[config.mk]
export PLATFORM = sky130hd
export DESIGN_NAME = alu_ctrl_sequencer
export DESIGN_NICKNAME = d
export VERILOG_FILES = /design/src/rtl/alu_ctrl_sequencer_pkg.sv /design/src/rtl/alu_ctrl_sequencer_alu_op_decoder.sv /design/src/rtl/alu_ctrl_sequencer.sv
export SDC_FILE = /design/constraint.sdc
export NUM_CORES = 1
export LEC_CHECK = 0
export ABC_AREA = 1
export BUFFER_PORTS_ARGS = -buffer_cell sky130_fd_sc_hd__clkbuf_2
export CAP_MARGIN = 10
export CORE_UTILIZATION = 47
export CTS_CLUSTER_DIAMETER = 120
export DETAILED_ROUTE_END_ITERATION = 16
export PLACE_DENSITY = 0.8
export SLEW_MARGIN = 40
export SYNTH_ARGS = -nofsm -noshare
export SYNTH_HDL_FRONTEND = slang
export SYNTH_SLANG_ARGS = --single-unit
[constraint.sdc]
create_clock -name clk_i -period 1.9 [get_ports clk_i]
set_clock_uncertainty 0.1 [all_clocks]
set_input_delay 0.095 -clock clk_i [delete_from_list [all_inputs] [get_ports clk_i]]
set_output_delay 0.095 -clock clk_i [all_outputs]
set_load 0.01 [all_outputs]
[src/rtl/alu_ctrl_sequencer_pkg.sv]
// Shared constants for the multi-cycle CPU control sequencer:
// ALU operation codes, MIPS opcode/funct values, FSM state encodings,
// operand-B mux selects and the latched decode record.
package alu_ctrl_sequencer_pkg;

  // ALU operation codes
  localparam logic [3:0] ALU_ADD  = 4'd0;
  localparam logic [3:0] ALU_SUB  = 4'd1;
  localparam logic [3:0] ALU_AND  = 4'd2;
  localparam logic [3:0] ALU_OR   = 4'd3;
  localparam logic [3:0] ALU_SLT  = 4'd4;
  localparam logic [3:0] ALU_SLTU = 4'd5;
  localparam logic [3:0] ALU_SLL  = 4'd6;
  localparam logic [3:0] ALU_LUI  = 4'd7;
  localparam logic [3:0] ALU_ORI  = 4'd8;
  localparam logic [3:0] ALU_BEQ  = 4'd9;
  localparam logic [3:0] ALU_BNE  = 4'd10;
  localparam logic [3:0] ALU_SLLV = 4'd11;

  // Opcodes (instr[31:26])
  localparam logic [5:0] OP_RTYPE = 6'h00;
  localparam logic [5:0] OP_BEQ   = 6'h04;
  localparam logic [5:0] OP_BNE   = 6'h05;
  localparam logic [5:0] OP_ADDI  = 6'h08;
  localparam logic [5:0] OP_SLTIU = 6'h0B;
  localparam logic [5:0] OP_ORI   = 6'h0D;
  localparam logic [5:0] OP_LUI   = 6'h0F;
  localparam logic [5:0] OP_LW    = 6'h23;
  localparam logic [5:0] OP_SW    = 6'h2B;

  // R-type funct codes (instr[5:0])
  localparam logic [5:0] FN_SLL  = 6'h00;
  localparam logic [5:0] FN_SLLV = 6'h04;
  localparam logic [5:0] FN_ADD  = 6'h20;
  localparam logic [5:0] FN_SUB  = 6'h22;
  localparam logic [5:0] FN_AND  = 6'h24;
  localparam logic [5:0] FN_OR   = 6'h25;
  localparam logic [5:0] FN_SLT  = 6'h2A;
  localparam logic [5:0] FN_SLTU = 6'h2B;

  // FSM states
  localparam logic [2:0] ST_IDLE   = 3'd0;
  localparam logic [2:0] ST_FETCH  = 3'd1;
  localparam logic [2:0] ST_DECODE = 3'd2;
  localparam logic [2:0] ST_EXEC   = 3'd3;
  localparam logic [2:0] ST_BRCMP  = 3'd4;
  localparam logic [2:0] ST_MEMRD  = 3'd5;
  localparam logic [2:0] ST_MEMWR  = 3'd6;
  localparam logic [2:0] ST_WB     = 3'd7;

  // Operand-B mux selects
  localparam logic [1:0] SRC_B_RT     = 2'd0;
  localparam logic [1:0] SRC_B_FOUR   = 2'd1;
  localparam logic [1:0] SRC_B_IMM    = 2'd2;
  localparam logic [1:0] SRC_B_IMM_S2 = 2'd3;

  // Decode result captured in DECODE and used by later states
  typedef struct packed {
    logic [3:0] op;
    logic       is_r;
    logic       is_lw;
    logic       is_sw;
  } dec_t;

endpackage

[src/rtl/alu_ctrl_sequencer_alu_op_decoder.sv]
// Combinational instruction decoder: maps opcode/funct to the ALU
// operation code and instruction-class flags.
// Ports:
//   opcode  in  6  instr[31:26]
//   funct   in  6  instr[5:0]
//   alu_op  out 4  ALU operation code
//   is_r    out 1  R-type instruction
//   is_lw   out 1  load word
//   is_sw   out 1  store word
//   is_br   out 1  beq/bne
//   illegal out 1  opcode/funct not supported
module alu_ctrl_sequencer_alu_op_decoder
  import alu_ctrl_sequencer_pkg::*;
(
  input  logic [5:0] opcode,
  input  logic [5:0] funct,
  output logic [3:0] alu_op,
  output logic       is_r,
  output logic       is_lw,
  output logic       is_sw,
  output logic       is_br,
  output logic       illegal
);

  always_comb begin
    alu_op  = ALU_ADD;
    is_r    = 1'b0;
    is_lw   = 1'b0;
    is_sw   = 1'b0;
    is_br   = 1'b0;
    illegal = 1'b0;
    case (opcode)
      OP_RTYPE: begin
        is_r = 1'b1;
        case (funct)
          FN_ADD:  alu_op = ALU_ADD;
          FN_SUB:  alu_op = ALU_SUB;
          FN_AND:  alu_op = ALU_AND;
          FN_OR:   alu_op = ALU_OR;
          FN_SLT:  alu_op = ALU_SLT;
          FN_SLTU: alu_op = ALU_SLTU;
          FN_SLL:  alu_op = ALU_SLL;
          FN_SLLV: alu_op = ALU_SLLV;
          default: illegal = 1'b1;
        endcase
      end
      OP_ADDI:  alu_op = ALU_ADD;
      OP_SLTIU: alu_op = ALU_SLTU;
      OP_ORI:   alu_op = ALU_ORI;
      OP_LUI:   alu_op = ALU_LUI;
      OP_LW: begin
        alu_op = ALU_ADD;
        is_lw  = 1'b1;
      end
      OP_SW: begin
        alu_op = ALU_ADD;
        is_sw  = 1'b1;
      end
      OP_BEQ: begin
        alu_op = ALU_BEQ;
        is_br  = 1'b1;
      end
      OP_BNE: begin
        alu_op = ALU_BNE;
        is_br  = 1'b1;
      end
      default: illegal = 1'b1;
    endcase
  end

endmodule

[src/rtl/alu_ctrl_sequencer.sv]
// Multi-cycle CPU control sequencer. Walks FETCH/DECODE/EXEC/BRCMP/
// MEMRD/MEMWR/WB, drives ALU control and datapath mux selects, and
// guards every memory handshake with a timeout.
// Ports:
//   clk_i, rst_i (async active-low)    clock / reset
//   instr_i[31:0]                      instruction register contents
//   mem_ack_i, zero_i                  memory ack pulse, ALU zero flag
//   mem_rd_o, mem_wr_o, iord_o         memory request / address select
//   ir_we_o, pc_we_o, pc_src_o         IR and PC update controls
//   alu_ctrl_o[3:0], alu_src_a_o,
//   alu_src_b_o[1:0], shamt_o[4:0]     ALU operation and operands
//   reg_we_o, reg_dst_o, mem_to_reg_o  register file write-back
//   illegal_o, bus_err_o               single-cycle error pulses
// All outputs decode from registered state, so asserting reset forces
// them low immediately without waiting for a clock edge.
module alu_ctrl_sequencer
  import alu_ctrl_sequencer_pkg::*;
#(
  parameter int unsigned MEM_TIMEOUT = 255
) (
  input  logic        clk_i,
  input  logic        rst_i,
  input  logic [31:0] instr_i,
  input  logic        mem_ack_i,
  input  logic        zero_i,
  output logic        mem_rd_o,
  output logic        mem_wr_o,
  output logic        iord_o,
  output logic        ir_we_o,
  output logic        pc_we_o,
  output logic        pc_src_o,
  output logic [3:0]  alu_ctrl_o,
  output logic        alu_src_a_o,
  output logic [1:0]  alu_src_b_o,
  output logic [4:0]  shamt_o,
  output logic        reg_we_o,
  output logic        reg_dst_o,
  output logic        mem_to_reg_o,
  output logic        illegal_o,
  output logic        bus_err_o
);

  localparam logic [7:0] TMO_LIMIT = 8'(MEM_TIMEOUT);

  logic [2:0] state_q, state_d;
  logic [7:0] cnt_q;
  dec_t       dec_q;

  logic [3:0] dec_op;
  logic       dec_is_r, dec_is_lw, dec_is_sw, dec_is_br, dec_illegal;
  logic       in_wait, tmo;
  logic       unused_instr;

  assign unused_instr = ^instr_i[25:11];

  alu_ctrl_sequencer_alu_op_decoder u_alu_op_decoder (
    .opcode  (instr_i[31:26]),
    .funct   (instr_i[5:0]),
    .alu_op  (dec_op),
    .is_r    (dec_is_r),
    .is_lw   (dec_is_lw),
    .is_sw   (dec_is_sw),
    .is_br   (dec_is_br),
    .illegal (dec_illegal)
  );

  assign in_wait = (state_q == ST_FETCH) || (state_q == ST_MEMRD) ||
                   (state_q == ST_MEMWR);

  // Counter sits at the limit for one extra cycle; that cycle drops the
  // request and flags the error. An ack on the last requesting cycle
  // stops the count before it can reach the limit.
  assign tmo = in_wait && (cnt_q == TMO_LIMIT);

  always_comb begin
    state_d      = state_q;
    mem_rd_o     = 1'b0;
    mem_wr_o     = 1'b0;
    iord_o       = 1'b0;
    ir_we_o      = 1'b0;
    pc_we_o      = 1'b0;
    pc_src_o     = 1'b0;
    alu_ctrl_o   = ALU_ADD;
    alu_src_a_o  = 1'b0;
    alu_src_b_o  = SRC_B_RT;
    shamt_o      = 5'd0;
    reg_we_o     = 1'b0;
    reg_dst_o    = 1'b0;
    mem_to_reg_o = 1'b0;
    illegal_o    = 1'b0;
    bus_err_o    = 1'b0;
    case (state_q)
      ST_IDLE: state_d = ST_FETCH;
      ST_FETCH: begin
        alu_src_b_o = SRC_B_FOUR;
        if (tmo) begin
          bus_err_o = 1'b1;
          state_d   = ST_FETCH;
        end else begin
          mem_rd_o = 1'b1;
          if (mem_ack_i) begin
            ir_we_o = 1'b1;
            pc_we_o = 1'b1;
            state_d = ST_DECODE;
          end
        end
      end
      ST_DECODE: begin
        alu_src_b_o = SRC_B_IMM_S2;
        if (dec_illegal) begin
          illegal_o = 1'b1;
          state_d   = ST_FETCH;
        end else if (dec_is_br) begin
          state_d = ST_BRCMP;
        end else begin
          state_d = ST_EXEC;
        end
      end
      ST_EXEC: begin
        alu_ctrl_o  = dec_q.op;
        alu_src_a_o = 1'b1;
        alu_src_b_o = dec_q.is_r ? SRC_B_RT : SRC_B_IMM;
        shamt_o     = instr_i[10:6];
        if (dec_q.is_lw)      state_d = ST_MEMRD;
        else if (dec_q.is_sw) state_d = ST_MEMWR;
        else                  state_d = ST_WB;
      end
      ST_BRCMP: begin
        alu_ctrl_o  = dec_q.op;
        alu_src_a_o = 1'b1;
        pc_src_o    = 1'b1;
        pc_we_o     = zero_i;
        state_d     = ST_FETCH;
      end
      ST_MEMRD: begin
        iord_o = 1'b1;
        if (tmo) begin
          bus_err_o = 1'b1;
          state_d   = ST_FETCH;
        end else begin
          mem_rd_o = 1'b1;
          if (mem_ack_i) state_d = ST_WB;
        end
      end
      ST_MEMWR: begin
        iord_o = 1'b1;
        if (tmo) begin
          bus_err_o = 1'b1;
          state_d   = ST_FETCH;
        end else begin
          mem_wr_o = 1'b1;
          if (mem_ack_i) state_d = ST_FETCH;
        end
      end
      ST_WB: begin
        reg_we_o     = 1'b1;
        reg_dst_o    = dec_q.is_r;
        mem_to_reg_o = dec_q.is_lw;
        state_d      = ST_FETCH;
      end
      default: state_d = ST_IDLE;
    endcase
  end

  always_ff @(posedge clk_i or negedge rst_i) begin
    if (!rst_i) begin
      state_q <= ST_IDLE;
      cnt_q   <= 8'd0;
      dec_q   <= '0;
    end else begin
      state_q <= state_d;
      // Any cycle that is not a further ack-less wait restarts the count,
      // so each entry into a wait state begins from zero.
      if (in_wait && !mem_ack_i && !tmo) cnt_q <= cnt_q + 8'd1;
      else                               cnt_q <= 8'd0;
      if (state_q == ST_DECODE) begin
        dec_q.op    <= dec_op;
        dec_q.is_r  <= dec_is_r;
        dec_q.is_lw <= dec_is_lw;
        dec_q.is_sw <= dec_is_sw;
      end
    end
  end

endmodule

-- Yosys cells after proc, flatten, opt, wreduce, memory -nomap -nowiden
Cells that the tools add are included.
- bits in writable memories: 0
- latch bits: 0
- flip-flop bits (word level): 18
- memory bits (read-only): 0
- word-level logic and storage cells: 93
- memories kept: 0
- bits of input ports: 36
- output and inout port bits: 23
- $lt $le $gt $ge: 0
- divide/modulo/power cells: 0
- equal/unequal tests: 26
- add/subtract/negate cells: 1
- bitwise logic cells: 0
- reductions and logical operators: 19
- shifts and indexed selects: 0
- multiplexer cells: 41
- $mul: 0
- operators with widths (cell ; count):
    $eq 6x6->1 const B ; 8
    $pmux 4 s7 ; 1
    $eq 6x4->1 const B ; 4
    $mux 3 ; 8
    $pmux 4 s6 ; 1
    $mux 1 ; 22
    $eq 6x3->1 const B ; 3
    $pmux 3 s6 ; 1
    $reduce_or 8->1 ; 2
    $eq 3x3->1 const B ; 4
    $logic_not 6->1 ; 2
    $ne 3x3->1 const B ; 3
    $add 8x1->8 const B ; 1
    $eq 8x8->1 const B ; 1
    $mux 8 ; 1
    $reduce_or 2->1 ; 4
    $eq 3x2->1 const B ; 2
    $pmux 2 s3 ; 1
    $reduce_or 3->1 ; 2
    $mux 5 ; 1
    $mux 2 ; 2
    $mux 4 ; 1
    $pmux 1 s2 ; 2
    $eq 3x1->1 const B ; 1
    other kinds (5) ; 9

-- Logic depth before layout (Yosys ltp)
- word-level depth: 7
- mapped depth: 11
- gate-level depth less buffers: 11

-- Hierarchy
From an unflattened synthesis, not the netlist that was laid out.
- cells, all modules: 226
- area total of the unflattened synthesis: 1437.6 µm²
- by module, submodules not included (module ; area each (µm²) ; seq. area each (µm²) ; times used ; cells each):
    alu_ctrl_sequencer ; 1098.6 ; 450.4 ; 1 ; 155
    alu_ctrl_sequencer_alu_op_decoder ; 339.1 ; 0.0 ; 1 ; 71

-- Worst setup path after synthesis
OpenSTA, ideal clock, no wires.
- kind: flip-flop to flip-flop
- from: register cnt_q[0]
- to: register state_q[1]
- setup time: 0.117 ns
- clock period less this slack: 1.590 ns
- arrival time: 1.373 ns
- path slack: 0.310 ns
- path buffers: 0
- cell stages (with the launch flop): 11
- data required time: 1.683 ns
- cells stage by stage: dfrtp_1 -> ha_1 -> nand2_1 -> nor2_2 -> nand2_2 -> nor2_4 -> nand3_4 -> a21oi_2 -> nor2_2 -> nand2_1 -> nand2_1
- word-level cells in the longest chain between the ends: 4
- elaborated cells on any way between the ends: 10
- those cells by class: eq/ne: 4; mux: 4; reduce/logical: 2
- RTL lines (what ; line ; source):
    start, declared ; alu_ctrl_sequencer.sv:46 ; logic [7:0] cnt_q;
    start signal, assigned ; alu_ctrl_sequencer.sv:174 ; if (in_wait && !mem_ack_i && !tmo) cnt_q <= cnt_q + 8'd1;
    $eq 8x8->1 * ; alu_ctrl_sequencer.sv:73 ; assign tmo = in_wait && (cnt_q == TMO_LIMIT);
    $logic_and 1x1->1 * ; alu_ctrl_sequencer.sv:73 ;
    $mux 3 (tied with other cells) ; alu_ctrl_sequencer.sv:147 ; if (tmo) begin
    $pmux 3 s6 / $reduce_and 3->1 (equally long branches) ; n/a ;
    end signal, assigned ; alu_ctrl_sequencer.sv:171 ; state_q <= state_d;
    end, declared ; alu_ctrl_sequencer.sv:45 ; logic [2:0] state_q, state_d;
Every way passes the cells marked *; elsewhere a longest branch is shown, timed or not.
A chain may end at the register's enable or synchronous reset.

-- Worst setup path in the final report
- from: register cnt_q[0]
- to: output pc_we_o
- word-level cells in the longest chain between the ends: 4
- RTL lines (what ; line ; source):
    $eq 8x8->1 ; alu_ctrl_sequencer.sv:73 ;
    $logic_and 1x1->1 ; alu_ctrl_sequencer.sv:73 ;
    $mux 1 ; alu_ctrl_sequencer.sv:96 ; if (tmo) begin
    $pmux 1 s2 ; alu_ctrl_sequencer.sv:92 ; case (state_q)
    end, declared ; alu_ctrl_sequencer.sv:30 ; output logic pc_we_o,
Every way passes these cells.

==> results.py <==
metrics = {
    "critical_path": {
        "arrival_ns": 1.68,
        "path_buf_inv": 2,
        "r2r-end": "cnt_q[4]",
        "crit_path_start_kind": "flip-flop",
        "cpMaxStageDelayCell": "dfrtp_1",
        "r2r_start": "cnt_q[0]",
        "crit_chain": "ha_2 -> nand2_2 -> nor2_4 -> nand2_2 -> nor2_4 -> nand3_4 -> nand2_4 -> inv_4 -> nand2_4 -> o21ai_2 -> clkbuf_2",
        "cp-end-kind": "output port",
        "cp_max_fo": 3,
        "critical_path_class": "reg2out",
        "reg2reg_depth": 11,
        "ff2ff_setup_slack_ns": 0.17,
        "slowest_delay_ns": 0.38,
        "path_delay_family": "simple AND/OR/NAND/NOR gates",
        "required_ns": 1.70,
    },
    "routing": {
        "drc_errors": 0,
        "wirelength_um": 3050,
        "routed_via_density": 5.02,
        "routed-via-count": 1462,
        "drt_iter0_drc": 37,
        "ant_nets": 0,
        "drt_first_pass_iters": 4,
        "wl_per_cell_um": 10.5,
    },
    "yosys": {
        "syn_area_per_cell_sq_um": 6.36,
        "ys_warn_count": 0,
        "ys_types": 21,
        "synth-seq-cells": 18,
        "synth_area_sq_um": 1320,
        "synthesis.nets": 245,
        "synth_cells": 208,
        "seq_area_frac_synth": 0.341,
    },
    "placement": {
        "postPlaceCellArea_sq_um": 1570,
        "gp_congestion": 0.856,
        "dp_hpwl_um": 2360,
        "port_buffers": 43,
    },
    "global_route": {
        "track_usage": 0.219,
        "grt_pass1_wl_um": 4700,
        "grt_pass1_vias": 1161,
        "grt_max_degree": 19,
        "overflow": 0,
        "antenna_found_initial": 0,
    },
    "sta": {
        "grt_setup_unrepaired": "yes",
        "finalHoldViolCount": 0,
        "min_period_over_period": 0.987,
        "slew_violations": 0,
        "max_slew_margin": 0.704,
        "fin_setup_tns_ns": 0,
        "period_minus_slack_ns": 1.88,
        "worst_pin_slew_ns": 0.444,
        "clock.fmax_ghz": 0.533,
        "setup_violations": 0,
    },
    "cts": {
        "clkTransAtPathRegs_ns": 0.11,
        "cts.sink_count": 18,
        "clk_path_buf_depth": 2,
        "cts_root_buf": "clkbuf_4",
        "numCtsBuffers": 3,
        "cts_tree": "yes",
        "h-tree-depth": 1,
        "clock_latency_ns": 0.30,
    },
    "die": {
        "dieWidth_um": 55.0,
        "dieArea_sq_um": 3030,
        "ioPinCount": 59,
        "placementRows": 18,
        "start_util": 0.515,
        "coreArea_sq_um": 2570,
        "die_h_um": 55.0,
    },
    "hold_path": {
        "hold_end": "dec_q[0]",
        "hold-path-cell-count": 4,
        "hp-start": "instr_i[28]",
        "hp-class": "in2reg",
    },
    "power_and_ir_drop": {
        "vdd_ir_drop_max_v": 0.000871,
        "finalPower_mw": 1.64,
        "clkPwrFrac": 0.117,
        "power_leakage_nw": 0.960,
        "swShare": 0.465,
        "p_int_mw": 0.879,
        "power_switching_mw": 0.763,
        "seqPwrFrac": 0.330,
        "combPwrFrac": 0.552,
        "power_per_cell_area_nw_per_um2": 964,
    },
    "job": {
        "cap_violations": 0,
    },
    "cells_and_area": {
        "diodes": 0,
        "final_util": 0.664,
        "fin_nets": 300,
        "drive_gt1_frac": 0.280,
        "stdcell_area_sq_um": 1700,
        "fill_cells": 261,
        "syn2layout_area_growth_pct": 28.9,
    },
    "outcome": {
        "outcome": "complete, no violations",
    },
}
==> tightest hold or removal path, stage by stage <==
cell	delay (ns)
clkbuf_2	0.12
nor2_1	0.08
nand3_1	0.08
nand2_1	0.04
==> synthesized netlist by cell type <==
| cell | count | area share |
|---|---|---|
| nor3b_1 | 2 | 0.011 |
| nand2_2 | 3 | 0.014 |
| a22oi_1 | 1 | 0.0057 |
| nand4_1 | 4 | 0.019 |
| inv_2 | 3 | 0.0085 |
| nand3_4 | 1 | 0.013 |
| nor2_1 | 38 | 0.11 |
| inv_1 | 38 | 0.11 |
| nor3_1 | 5 | 0.019 |
| o21ai_0 | 19 | 0.072 |
| a21oi_1 | 9 | 0.034 |
| nor2_2 | 4 | 0.019 |
| xor2_1 | 1 | 0.0066 |
| dfrtp_1 | 18 | 0.34 |
| buf_2 | 2 | 0.0076 |
| nand3_1 | 19 | 0.072 |
| nand2_1 | 36 | 0.10 |
| ha_1 | 1 | 0.0095 |
| a21oi_2 | 1 | 0.0066 |
| nor2_4 | 1 | 0.0085 |
| nand3_2 | 2 | 0.015 |
==> how the worst max path moves through the flow <==
stage,startpoint,endpoint,depth (start not counted)
after detailed placement,cnt_q[0],pc_we_o,11
final,cnt_q[0],pc_we_o,11
after global placement,cnt_q[0],pc_we_o,11
after floorplan,cnt_q[0],state_q[1],10
after global routing,cnt_q[0],pc_we_o,11
after CTS,cnt_q[0],pc_we_o,11
==> layer usage <==
layer | up-vias | GRT usage | routed length, um
met4 | 0 | 0.0875 | 46
met3 | 6 | 0.0355 | 128
li1 | 769 | - | -
met2 | 38 | 0.363 | 1530
met5 | - | 0 | 0
met1 | 649 | 0.281 | 1340
==> cell usage in the layout, fill, tap and decap left out <==
| master | n |
|---|---|
| nand2_4 | 2 |
| a21oi_1 | 9 |
| nor2_2 | 4 |
| nor2_4 | 2 |
| nand3_1 | 19 |
| clkbuf_2 | 41 |
| dfrtp_1 | 17 |
| clkbuf_4 | 3 |
| buf_6 | 1 |
| ha_2 | 1 |
| nand2_1 | 35 |
| nand3_2 | 2 |
| buf_4 | 7 |
| buf_2 | 1 |
| a22oi_1 | 1 |
| o21ai_0 | 18 |
| nor2_1 | 37 |
| o21ai_2 | 1 |
| dlygate4sd3_1 | 2 |
| xor2_1 | 1 |
| nand4_1 | 4 |
| inv_1 | 38 |
| nor3b_1 | 2 |
| nand3_4 | 1 |
| a21oi_4 | 1 |
| dfrtp_2 | 1 |
| nand2_2 | 2 |
| inv_2 | 2 |
| inv_4 | 1 |
| nor3_1 | 5 |
==> area by class of cell <==
| type | count | area (sq um) | area share |
|---|---|---|---|
| inverter | 41 | 156 | 0.0918 |
| multi-input combinational | 147 | 742 | 0.435 |
| sequential | 18 | 452 | 0.265 |
| timing repair buffer | 52 | 294 | 0.173 |
| tap | 30 | 37.5 | 0.0220 |
| clock buffer | 3 | 22.5 | 0.0132 |
==> power by group through the flow <==
stage	logic, mW	registers, mW	clock network (mW)
after floorplan	0.535	0.534	0
after global placement	0.792	0.547	0
after detailed placement	0.804	0.548	0
after CTS	0.887	0.539	0.197
after global routing	1.03	0.556	0.213
final	0.907	0.542	0.192
==> flip-flops by register name (all words and copies together), names as in the netlist <==
| signal | cells |
|---|---|
| state_q | 3 |
| dec_q | 7 |
| cnt_q | 8 |
==> cell families (layout without fill, tap and decap cells) <==
| kind of cell | count (synthesis) | after routing | share of synthesized area |
|---|---|---|---|
| flip-flops | 18 | 18 | 0.341 |
| XOR/XNOR | 1 | 1 | 0.00662 |
| AO/OA/AOI/OAI | 30 | 30 | 0.118 |
| buffers and inverters | 43 | 96 | 0.124 |
| adder cells (fa/ha/maj) | 1 | 1 | 0.00946 |
| AND/OR/NAND/NOR | 115 | 115 | 0.401 |
==> what timing repair did <==
action,in CTS,in global routing
gates resized for setup,8,6
hold endpoints to repair,19,0
pin swaps,6,5
setup endpoints to repair,4,12
hold buffers,2,0
buffers inserted,6,0
cloned,0,0
==> through the flow <==
stage	std cells	setup WS, ns	hold slack [ns]
after floorplan	208	0.310	-0.301
after global placement	280	0.248	-0.0422
after detailed placement	280	0.218	-0.0385
after CTS	291	-0.0258	0.0255
after global routing	291	-0.0817	0.0633
final	291	0.0244	0.0321
No activity file was read; power rests on OpenSTA's default activity.
